[config.mk]
export PLATFORM = sky130hd
export DESIGN_NAME = wb_mem_rr_arbiter
export DESIGN_NICKNAME = d
export VERILOG_FILES = /design/src/rtl/wb_mem_rr_arbiter_pkg.sv /design/src/rtl/wb_mem_rr_arbiter_rr_pick4.sv /design/src/rtl/wb_mem_rr_arbiter.sv
export SDC_FILE = /design/constraint.sdc
export NUM_CORES = 1
export LEC_CHECK = 0
export ABC_AREA = 0
export ABC_CLOCK_PERIOD_IN_PS = 4500
export CAP_MARGIN = 20
export CORE_AREA = 2 2 170 172
export DETAILED_ROUTE_END_ITERATION = 8
export DIE_AREA = 0 0 172 174
export PLACE_DENSITY_LB_ADDON = 0.08
export SLEW_MARGIN = 20
export SYNTH_ARGS = -nofsm -noshare
export SYNTH_HDL_FRONTEND = slang
export SYNTH_SLANG_ARGS = --single-unit
[constraint.sdc]
create_clock -name clk -period 4.5 [get_ports clk]
set_input_delay 0.9 -clock clk [delete_from_list [all_inputs] [get_ports clk]]
set_output_delay 0.9 -clock clk [all_outputs]
set_load 0.02 [all_outputs]
[src/rtl/wb_mem_rr_arbiter_pkg.sv]
// Shared constants for the four-master Wishbone memory arbiter.
// Holds the bus widths, the master count and the arbiter state encodings.
package wb_mem_rr_arbiter_pkg;

    localparam int ARB_NUM_MASTERS = 4;
    localparam int WB_DATA_W       = 32;
    localparam int WB_ADDR_W       = 32;

    localparam logic [1:0] ST_IDLE  = 2'd0;
    localparam logic [1:0] ST_GRANT = 2'd1;
    localparam logic [1:0] ST_ABORT = 2'd2;

    function automatic logic [3:0] onehot4(input logic [1:0] idx);
        return 4'b0001 << idx;
    endfunction

endpackage

[src/rtl/wb_mem_rr_arbiter_rr_pick4.sv]
// Combinational round-robin picker: searches upward from (last+1) with wrap,
// so the previous winner has the lowest priority on the next pick.
module rr_pick4
    import wb_mem_rr_arbiter_pkg::*;
(
    input  logic [3:0] req_i,
    input  logic [1:0] last_i,
    output logic       valid_o,
    output logic [1:0] win_o
);

    logic [1:0] idx;

    // Scan farthest-first so the nearest requester after last_i overwrites.
    always_comb begin
        valid_o = 1'b0;
        win_o   = 2'd0;
        idx     = 2'd0;
        for (int i = ARB_NUM_MASTERS; i >= 1; i--) begin
            idx = last_i + 2'(i);
            if (req_i[idx]) begin
                valid_o = 1'b1;
                win_o   = idx;
            end
        end
    end

endmodule

[src/rtl/wb_mem_rr_arbiter.sv]
// Four-master round-robin Wishbone arbiter in front of the shared BRAM slave.
// One bus cycle per grant, no preemption, watchdog abort of stalled owners.
module wb_mem_rr_arbiter
    import wb_mem_rr_arbiter_pkg::*;
#(
    parameter int TIMEOUT = 1024
) (
    input  logic         clk,
    input  logic         rst,
    input  logic [3:0]   i_m_cyc,
    input  logic [3:0]   i_m_stb,
    input  logic [3:0]   i_m_we,
    input  logic [15:0]  i_m_sel,
    input  logic [127:0] i_m_adr,
    input  logic [127:0] i_m_dat,
    output logic [31:0]  o_m_dat,
    output logic [3:0]   o_m_ack,
    output logic [3:0]   o_m_err,
    output logic [3:0]   o_m_int,
    output logic         o_s_cyc,
    output logic         o_s_stb,
    output logic         o_s_we,
    output logic [3:0]   o_s_sel,
    output logic [31:0]  o_s_adr,
    output logic [31:0]  o_s_dat,
    input  logic [31:0]  i_s_dat,
    input  logic         i_s_ack,
    input  logic         i_s_int,
    output logic [3:0]   o_grant,
    output logic         o_timeout,
    output logic [1:0]   o_timeout_id
);

    localparam int WD_W = (TIMEOUT > 0) ? $clog2(TIMEOUT + 1) : 1;
    localparam logic [WD_W-1:0] WD_LAST = (TIMEOUT > 0) ? WD_W'(TIMEOUT - 1) : '0;

    logic [1:0]      state_q, state_d;
    logic [1:0]      last_q, last_d;
    logic [3:0]      grant_q, grant_d;
    logic [WD_W-1:0] wd_q, wd_d;
    logic [1:0]      tid_q, tid_d;

    logic            pick_valid;
    logic [1:0]      pick_win;

    logic            own_cyc, own_stb, own_we;
    logic [3:0]      own_sel;
    logic [31:0]     own_adr, own_dat;
    logic            in_grant, owned, stall, abort;

    rr_pick4 u_pick (
        .req_i   (i_m_cyc),
        .last_i  (last_q),
        .valid_o (pick_valid),
        .win_o   (pick_win)
    );

    // last_q doubles as the owner index whenever the bus is owned.
    assign own_cyc = i_m_cyc[last_q];
    assign own_stb = i_m_stb[last_q];
    assign own_we  = i_m_we[last_q];
    assign own_sel = i_m_sel[{last_q, 2'b00} +: 4];
    assign own_adr = i_m_adr[{last_q, 5'b00000} +: WB_ADDR_W];
    assign own_dat = i_m_dat[{last_q, 5'b00000} +: WB_DATA_W];

    assign in_grant = (state_q == ST_GRANT);
    assign owned    = (state_q != ST_IDLE);
    assign stall    = in_grant && own_cyc && own_stb && !i_s_ack;
    // Abort fires in the stall cycle that would bring the count to TIMEOUT.
    assign abort    = (TIMEOUT > 0) && stall && (wd_q == WD_LAST);

    assign o_s_cyc = in_grant && own_cyc;
    assign o_s_stb = in_grant && own_cyc && own_stb;
    assign o_s_we  = in_grant && own_cyc && own_we;
    assign o_s_sel = owned ? own_sel : 4'd0;
    assign o_s_adr = owned ? own_adr : 32'd0;
    assign o_s_dat = owned ? own_dat : 32'd0;

    assign o_m_dat      = i_s_dat;
    assign o_m_int      = {ARB_NUM_MASTERS{i_s_int}};
    assign o_m_ack      = (in_grant && i_s_ack) ? grant_q : 4'd0;
    assign o_m_err      = abort ? grant_q : 4'd0;
    assign o_timeout    = abort;
    assign o_grant      = grant_q;
    assign o_timeout_id = tid_q;

    always_comb begin
        wd_d = '0;
        if ((TIMEOUT > 0) && stall && !abort) begin
            wd_d = wd_q + 1'b1;
        end
    end

    always_comb begin
        state_d = state_q;
        last_d  = last_q;
        grant_d = grant_q;
        tid_d   = tid_q;
        case (state_q)
            ST_IDLE: begin
                if (pick_valid) begin
                    state_d = ST_GRANT;
                    last_d  = pick_win;
                    grant_d = onehot4(pick_win);
                end
            end
            ST_GRANT: begin
                if (!own_cyc) begin
                    state_d = ST_IDLE;
                    grant_d = 4'd0;
                end else if (abort) begin
                    state_d = ST_ABORT;
                    tid_d   = last_q;
                end
            end
            ST_ABORT: begin
                if (!own_cyc) begin
                    state_d = ST_IDLE;
                    grant_d = 4'd0;
                end
            end
            default: begin
                state_d = ST_IDLE;
                grant_d = 4'd0;
            end
        endcase
    end

    always_ff @(posedge clk) begin
        if (rst) begin
            state_q <= ST_IDLE;
            last_q  <= 2'd3;
            grant_q <= 4'd0;
            wd_q    <= '0;
            tid_q   <= 2'd0;
        end else begin
            state_q <= state_d;
            last_q  <= last_d;
            grant_q <= grant_d;
            wd_q    <= wd_d;
            tid_q   <= tid_d;
        end
    end

endmodule
---- After elaboration in Yosys (flattened, before gate mapping) ----
Cells that the tools add are included.
cells by class
  $add $sub $neg .......................... 4
  multiply operators ...................... 0
  div/mod/pow operators ................... 0
  magnitude comparators ................... 4
  eq/ne operators ......................... 7
  shifts and indexed selects .............. 4
  multiplexer cells ....................... 33
  bitwise operators ....................... 1
  reduce and logical (&&, ||, !) cells .... 17
operator list
  operator                                            number
  variable part select 128 x 8 -> 32 bit              2
  2-to-1 mux 32 bit                                   2
  2-to-1 mux 4 bit                                    5
  2-to-1 mux 2 bit                                    8
  variable part select 16 x 5 -> 4 bit                1
  binary-select mux 1 bit (select 2 bit)              6
  < comparator 2 x 3 -> 1 bit, second input constant  4
  adder 11 x 1 -> 11 bit, second input constant       1
  == test 11 x 10 -> 1 bit, second input constant     1
  2-to-1 mux 1 bit                                    10
  one-hot mux 4 bit (2 select lines)                  1
  logical AND 1 bit                                   7
  != test 2 bit, second input constant                3
  one-hot mux 2 bit (3 select lines)                  1
  AND reduction 3 bit                                 2
  adder 2 bit, second input constant                  2
  AND reduction 2 bit                                 2
  OR reduction 2 bit                                  2
  << shifter 1 x 2 -> 4 bit, first input constant     1
  != test 3 x 2 -> 1 bit, second input constant       1
  adder 2 x 1 -> 2 bit, second input constant         1
  == test 2 x 1 -> 1 bit, second input constant       1
  == test 2 bit, second input constant                1
  zero test 1 bit                                     2
  other kinds (3)                                     3
word-level totals
  register bits after elaboration ......... 21
  latch bits .............................. 0
  memory bits (writable) .................. 0
  memory bits (read-only) ................. 0
  output and inout bits ................... 122
  word-level logic and storage cells ...... 75
  memories ................................ 0

---- Logic depth before layout (Yosys ltp) ----
  word-level depth ........................ 10
  gate-level depth with buffers ........... 8

---- By module ----
A second synthesis with hierarchy kept.
second synthesis, totals
  cell total of the unflattened synthesis .. 333
  area, all modules ....................... 3,550.9 um^2
by module, submodules not included
  module             times used  cells each  area an instance (um^2)  seq. area each (um^2)
  wb_mem_rr_arbiter  1           319         3,459.6                  420.4
  rr_pick4           1           14          91.3                     0.0

---- Least setup slack after synthesis ----
Ideal clock, no wire load.
  path type ............................... input to output
  from .................................... in i_m_cyc[1]
  to ...................................... out o_m_err[0]
  arrival time ............................ 1.925 ns
  required time ........................... 3.600 ns
  setup slack ............................. 1.675 ns
  stages on the path ...................... 4
  buffers on the path ..................... 0
  path through ............................ mux4_2 nand2_4 nor3_4 and2_2
on the way
  word-level cells in the longest chain between the ends .. 7
ends and longest elaborated chain
  what                                    line                     source
  start, declared                         wb_mem_rr_arbiter.sv:10  input logic [3:0] i_m_cyc,
  binary-select mux 1 bit (select 2 bit)  wb_mem_rr_arbiter.sv:59  assign own_cyc = i_m_cyc[last_q];
  2-to-1 mux 1 bit (not written as such)  wb_mem_rr_arbiter.sv:59
  logical AND 1 bit (3 in series)         wb_mem_rr_arbiter.sv:68  assign stall = in_grant && own_cyc && own_stb && !i_s_ack;
  logical AND 1 bit                       wb_mem_rr_arbiter.sv:70  assign abort = (TIMEOUT > 0) && stall && (wd_q == WD_LAST);
  net o_timeout                           wb_mem_rr_arbiter.sv:30  output logic o_timeout,
  2-to-1 mux 4 bit                        wb_mem_rr_arbiter.sv:82  assign o_m_err = abort ? grant_q : 4'd0;
  end, declared                           wb_mem_rr_arbiter.sv:18  output logic [3:0] o_m_err,
The timed path passes the listed nets, and every way through them passes these cells. The select of a mux whose other input is x is not followed.

---- Worst setup path after layout ----
  from .................................... in i_m_cyc[3]
  to ...................................... out o_m_err[1]
on the way
  word-level cells in the longest chain between the ends .. 7
ends and longest elaborated chain
  what                                    line
  binary-select mux 1 bit (select 2 bit)  wb_mem_rr_arbiter.sv:59
  2-to-1 mux 1 bit (not written as such)  wb_mem_rr_arbiter.sv:59
  logical AND 1 bit (3 in series)         wb_mem_rr_arbiter.sv:68
  logical AND 1 bit                       wb_mem_rr_arbiter.sv:70
  2-to-1 mux 4 bit                        wb_mem_rr_arbiter.sv:82
No other way between the ends. The select of a mux whose other input is x is not followed.

==> flow_metrics.tcl <==
set metrics [dict create \
    clkTransAtPathRegs_ns 0.06 \
    p_seq_frac 0.140 \
    yosysMostFrequentCell "mux4_2" \
    regToRegSetupSlack_ns 2.24 \
    core_area_um2 28200 \
    post_cts_resized 0 \
    pre_cts_ws_ns 0.398 \
    p_leak_nw 2.58 \
    post_synth_mux_area_share 0.467 \
    layout_setup_ws_ns 0.418 \
    slew_viol_final 0 \
    cp_slowest_stage_delay_ns 0.59 \
    async_reset_ff_frac 0 \
    synth_commonest_cells "mux4_2 (70), nor2b_1 (69), buf_4 (37), dfxtp_1 (21), nor2_1 (18)" \
    power_density_nw_per_um2 225 \
    drtIter0Drc 83 \
    synth_nets 651 \
    first_global_vias 4221 \
    synth_top_cell_area_share 0.450 \
    timing.rr.start "state_q[0]" \
    crit_type "input port to output pin" \
    vias 3999 \
    finalCritPeriodShare 0.907 \
    placed_cell_area_um2 7410 \
    n_fill_cell 2986 \
    critPathCaptureType "output pin" \
    synthCells 327 \
    hp-class "flip-flop to flip-flop" \
    drc 0 \
    p_switching_mw 0.626 \
    crit_path_start "i_m_cyc[3]" \
    first_pass_iters 4 \
    reg2regPathDepth 8 \
    yosysTopAreaCell "mux4_2" \
    clock_power_share 0.111 \
    yosys_warnings 0 \
    maxSlewHeadroom 0.341 \
    ctsHoldBuffers 0 \
    overflow 0 \
    r2r-end "o_grant[0]" \
    numCtsBuffers 3 \
    fin_crit_ns 4.08 \
    crit_buf_inv 2 \
    worst-path-stages 6 \
    gp_congestion 0.875 \
    cp_cell_sequence "clkdlybuf4s50_1, mux4_2, nand2_4, nor3_4, and2_2, clkdlybuf4s50_1" \
    cts_tree "built" \
    fin_nets 969 \
    clock.fmax_mhz 245 \
    hold-path-cell-count 1 \
    synth_simple_gate_area_share 0.221 \
    cp.arrival_ns 3.18 \
    syn_avg_cell_area_um2 10.7 \
    die_area_um2 29900 \
    ant_nets 0 \
    synth_edf_count 0 \
    ys.flop_type "dfxtp_1" \
    post_cts_buffers 0 \
    startpoint_type "input port" \
    design_area_um2 7490 \
    wl_um 20200 \
    power_switching_share 0.371 \
    synth_fa_ha_area_frac 0.0143 \
    peakVddDrop_mv 0.139 \
    die_w_um 172 \
    synth-xor-area-share 0.0175 \
    worst_path_max_delay_cell "clkdlybuf4s50_1" \
    die_h_um 174 \
    drive_above_1_share 0.149 \
    io_pins 442 \
    cts_root_buffer "clkbuf_16" \
    ys_seq_area_frac 0.120 \
    grt_pass1_wl_um 27500 \
    fin_skew_ns 0.00292 \
    critPathRequiredTime_ns 3.60 \
    tns_ns 0 \
    cp_max_fo 7 \
    synthToLayoutAreaGrowth_pct 114 \
    setup_viol 0 \
    cts.sinks 21 \
    track_usage 0.125 \
    synth_compound_area_frac 0.0436 \
    clock_path_buffers 2 \
    worst_slew_pin_slew_ns 0.976 \
    crit_top_cell "clkdlybuf4s50_1" \
    synth_top_family_by_area "multiplexers" \
    h-tree-depth 1 \
    cp_top_family "buffers and inverters" \
    internal_power_mw 1.06 \
    synth_cell_types 43 \
    clock_latency_ns 0.25 \
    drv_cap 0 \
    status "complete, no violations" \
    vias_per_cell 3.89 \
    routedWlPerCell_um 19.6 \
    grt_max_degree 70 \
    initial_utilization 0.124 \
    syn_area_um2 3500 \
    rsz0062_at_grt "false" \
    port_buffers 372 \
    ys_ff_latch 21 \
    hpwl_um 17200 \
    final_hold_viol_count 0 \
    rows 62 \
    yosys-top-cells-area "mux4_2 (45%), nor2b_1 (12%), dfxtp_1 (12%)" \
    grt_antenna_before_repair 1 \
    p_comb_frac 0.749 \
    endpoint "o_m_err[1]" \
]
[flip-flops by register name, summed over array words and instances, names as in the netlist]
signal and count:
wd_q 11, o_grant 4, last_q 2, o_timeout_id 2
state_q 2
[power by group through the flow]
stage | Combinational [mW] | Clock (mW) | Sequential [mW]
5_1_grt | 1.34 | 0.201 | 0.242
3_5_place_dp | 1.29 | 0 | 0.245
3_3_place_gp | 1.29 | 0 | 0.243
2_1_floorplan | 0.722 | 0 | 0.210
4_1_cts | 1.30 | 0.196 | 0.240
6_report | 1.26 | 0.187 | 0.237
[worst min path at each step]
stage / to / slack (ns) / start
2_1_floorplan: wd_q[0] / 0.43 / wd_q[0]
3_3_place_gp: wd_q[0] / 0.45 / wd_q[0]
3_5_place_dp: wd_q[0] / 0.46 / wd_q[0]
4_1_cts: wd_q[0] / 0.47 / wd_q[0]
5_1_grt: wd_q[0] / 0.50 / wd_q[0]
6_report: wd_q[0] / 0.47 / wd_q[0]
[kinds of logic after synthesis]
kind of cell | count (synthesis)
and+or+nand+nor | 130
muxes | 76
buffers and inverters | 68
AOI/OAI and AO/OA | 21
DFF | 21
xor gates and xnor gates | 7
adders and majority gates | 4
[per-layer routing]
layer / up-vias / wire length [µm] / GRT usage / share of wire
met3: 10 / 1840 / 0.0355 / 0.091
met5: - / 0 / 0 / 0
met1: 1939 / 7660 / 0.142 / 0.38
li1: 1832 / - / - / -
met4: 0 / 62 / 0.00770 / 0.0031
met2: 218 / 10600 / 0.238 / 0.53
[through the flow]
stage	power, mW	std cells	hold WS, ns	utilization
after global placement	1.53	1024	0.452	0.262
after CTS	1.73	1028	0.472	0.265
after detailed placement	1.53	1024	0.457	0.262
after floorplan	0.932	327	0.430	-
after global routing	1.79	1028	0.496	0.265
final	1.69	1029	0.466	0.265
[layout by cell type (no fill, tap or decap), types with 2 or more instances in the layout]
cell type,count
nand2b_1,6
buf_12,4
a21oi_1,4
and2_2,4
or3_2,2
xor2_1,4
nand2_1,9
and3_1,6
a211oi_1,2
clkbuf_16,3
dfxtp_1,19
and3_2,2
dfxtp_4,2
nor3_1,2
nor2b_1,69
mux4_2,70
nand3_1,5
o21ai_0,4
ha_1,3
nor2_1,18
mux2i_1,5
clkdlybuf4s50_1,372
inv_1,5
xnor2_1,3
[area by class of cell]
class                           count  area [µm²]  area share
Timing Repair Buffer              376        3800       0.508
Inverter                            5        18.8     0.00251
Clock inverter                      1        5.00    0.000668
Sequential cell                    21         428      0.0571
Tap cell                          384         480      0.0641
Multi-Input combinational cell    238        2680       0.357
Antenna cell                        1        2.50    0.000334
Clock buffer                        3        75.1      0.0100
Power figures use the tool's default switching activity.
==> variant (same settings) <==
`TIMEOUT`: 1024 -> 2048.
--- a/src/rtl/wb_mem_rr_arbiter.sv
+++ b/src/rtl/wb_mem_rr_arbiter.sv
@@ -4,5 +4,5 @@
     import wb_mem_rr_arbiter_pkg::*;
 #(
-    parameter int TIMEOUT = 1024
+    parameter int TIMEOUT = 2048
 ) (
     input  logic         clk,
Check against the original RTL: no difference found for any inputs over 10 cycles, from zero or initial values and one cycle with rst high; that may be too few to reach the edited logic, so the function may still have changed.
==> variant against the unedited design <==
Die area is the same; register-to-register slack gained 0.06 ns; routed wire length grew 6.7%; global-route usage grew 1.0 points; synthesized area grew 0.82%; synthesized cell count grew 2.8%; sequential cell count grew 1; first-iteration DRC count grew 55%; via count grew 1.5%; non-clock buffer count shrank 1; worst setup slack lost 0.031 ns; total power grew 3.4%; cell area shrank 0.12%.
==> variant: results (changes against the unedited design) <==
DP Area: 0.00739 mm2 (-0.27%)
layout cells sized above 1: 12.7% (-2.2 points)
worst vdd ir: 122 uV (-13%)
largest net degree at the start of global routing: 64 (-8.6%)
Final Skew: 0.00492 ns (+0.00200 ns)
Fill cells: 3016 (+1.0%)
status: finished, final reports clean
Leak: 2.62 nW (+1.6%)
Worst EP arrival: 3.21 ns (+0.03 ns)
GRT Resource Usage Total: 13.5% (+1.0 points)
top cells by count, synth: and2_1 (72), mux4_2 (70), buf_4 (36), dfxtp_1 (22), nor2_1 (20)
routed len/inst: 20.7 um (+5.8%)
fin nets: 977 (+0.83%)
global-route wire length before repair: 29.7 mm (+8.0%)
dpl hpwl: 18.0 mm (+4.7%)
synth unique cells: 37 (-14%)
GPL Wtd Cong: 0.871 (-0.43%)
Post-Place Setup Slack: 0.375 ns (-0.0225 ns)
drt initial violations: 129 (+55%)
Synth area leaders: mux4_2 (45%), and2_1 (13%), dfxtp_1 (12%)
worst slew pin tran: 0.757 ns (-0.219 ns)
CP max FO: 8 (+1)
post-synthesis sequential area ratio: 12.5% (+0.47 points)
initial antenna violation count: 5 (+4)
Post-CTS Setup Inserts: 0 (unchanged)
Crit-path slowest cell: mux4_2
max reg flops: 12 (+1)
syn_nets: 660 (+1.4%)
vias in the first global route: 4349 (+3.0%)
[variant: worst register-to-register path, stage by stage (launching register included)]
cell and delay (ns):
dfxtp_4 0.84, mux4_2 0.43, nand2_2 0.10, inv_2 0.08, and3_1 0.36, mux2i_1 0.24
nor2_1 0.05
[variant: worst paths after layout]
path,startpoint,endpoint,slack [ns],cells after the start
max,i_m_cyc[3],o_m_err[3],0.39,7
min,wd_q[0],wd_q[0],0.47,1
max reg2reg,last_q[1],o_timeout_id[0],2.30,6
min reg2reg,wd_q[0],wd_q[0],0.47,1
[variant: kinds of logic (layout without fill, tap and decap cells)]
kind of cell	count (synthesis)	count (layout)	share of synthesized area, %
flip-flops	22	22	12.5
other	0	2	0
buffers and inverters	72	388	12.4
XOR/XNOR	9	9	2.23
multiplexers	76	76	46.4
adder cells (fa/ha/maj)	4	4	1.42
AO/OA/AOI/OAI	22	22	4.04
AND/OR/NAND/NOR	131	131	21.1
[variant: layout make-up]
| type | count | area, um2 | share of cell area (%) |
|---|---|---|---|
| tap | 384 | 480 | 6.42 |
| clock buffer | 4 | 88.8 | 1.19 |
| antenna | 2 | 5.00 | 0.0669 |
| multi-input combinational | 242 | 2660 | 35.5 |
| inverter | 9 | 33.8 | 0.452 |
| timing repair buffer | 375 | 3770 | 50.4 |
| sequential | 22 | 448 | 5.99 |
[variant: where the power goes]
part           switching [mW]  internal, mW  leakage, nW  total (mW)
Clock                  0.0676         0.136       0.0442       0.203
Combinational           0.514         0.759         2.40        1.27
Sequential             0.0626         0.207        0.179       0.270
[variant: through the flow]
stage               std cells  hold WS [ns]
finish                   1038         0.469
global route             1036         0.483
CTS                      1036         0.471
detailed placement       1032         0.457
global placement         1032         0.447
floorplan                 336         0.430
[variant: per-layer routing]
layer | GRT usage (%) | vias up | wire (um)
met5 | 0 | - | 55
met4 | 1.16 | 8 | 108
met3 | 4.26 | 18 | 2080
met2 | 26.1 | 181 | 11400
met1 | 14.7 | 1997 | 7920
li1 | - | 1856 | -
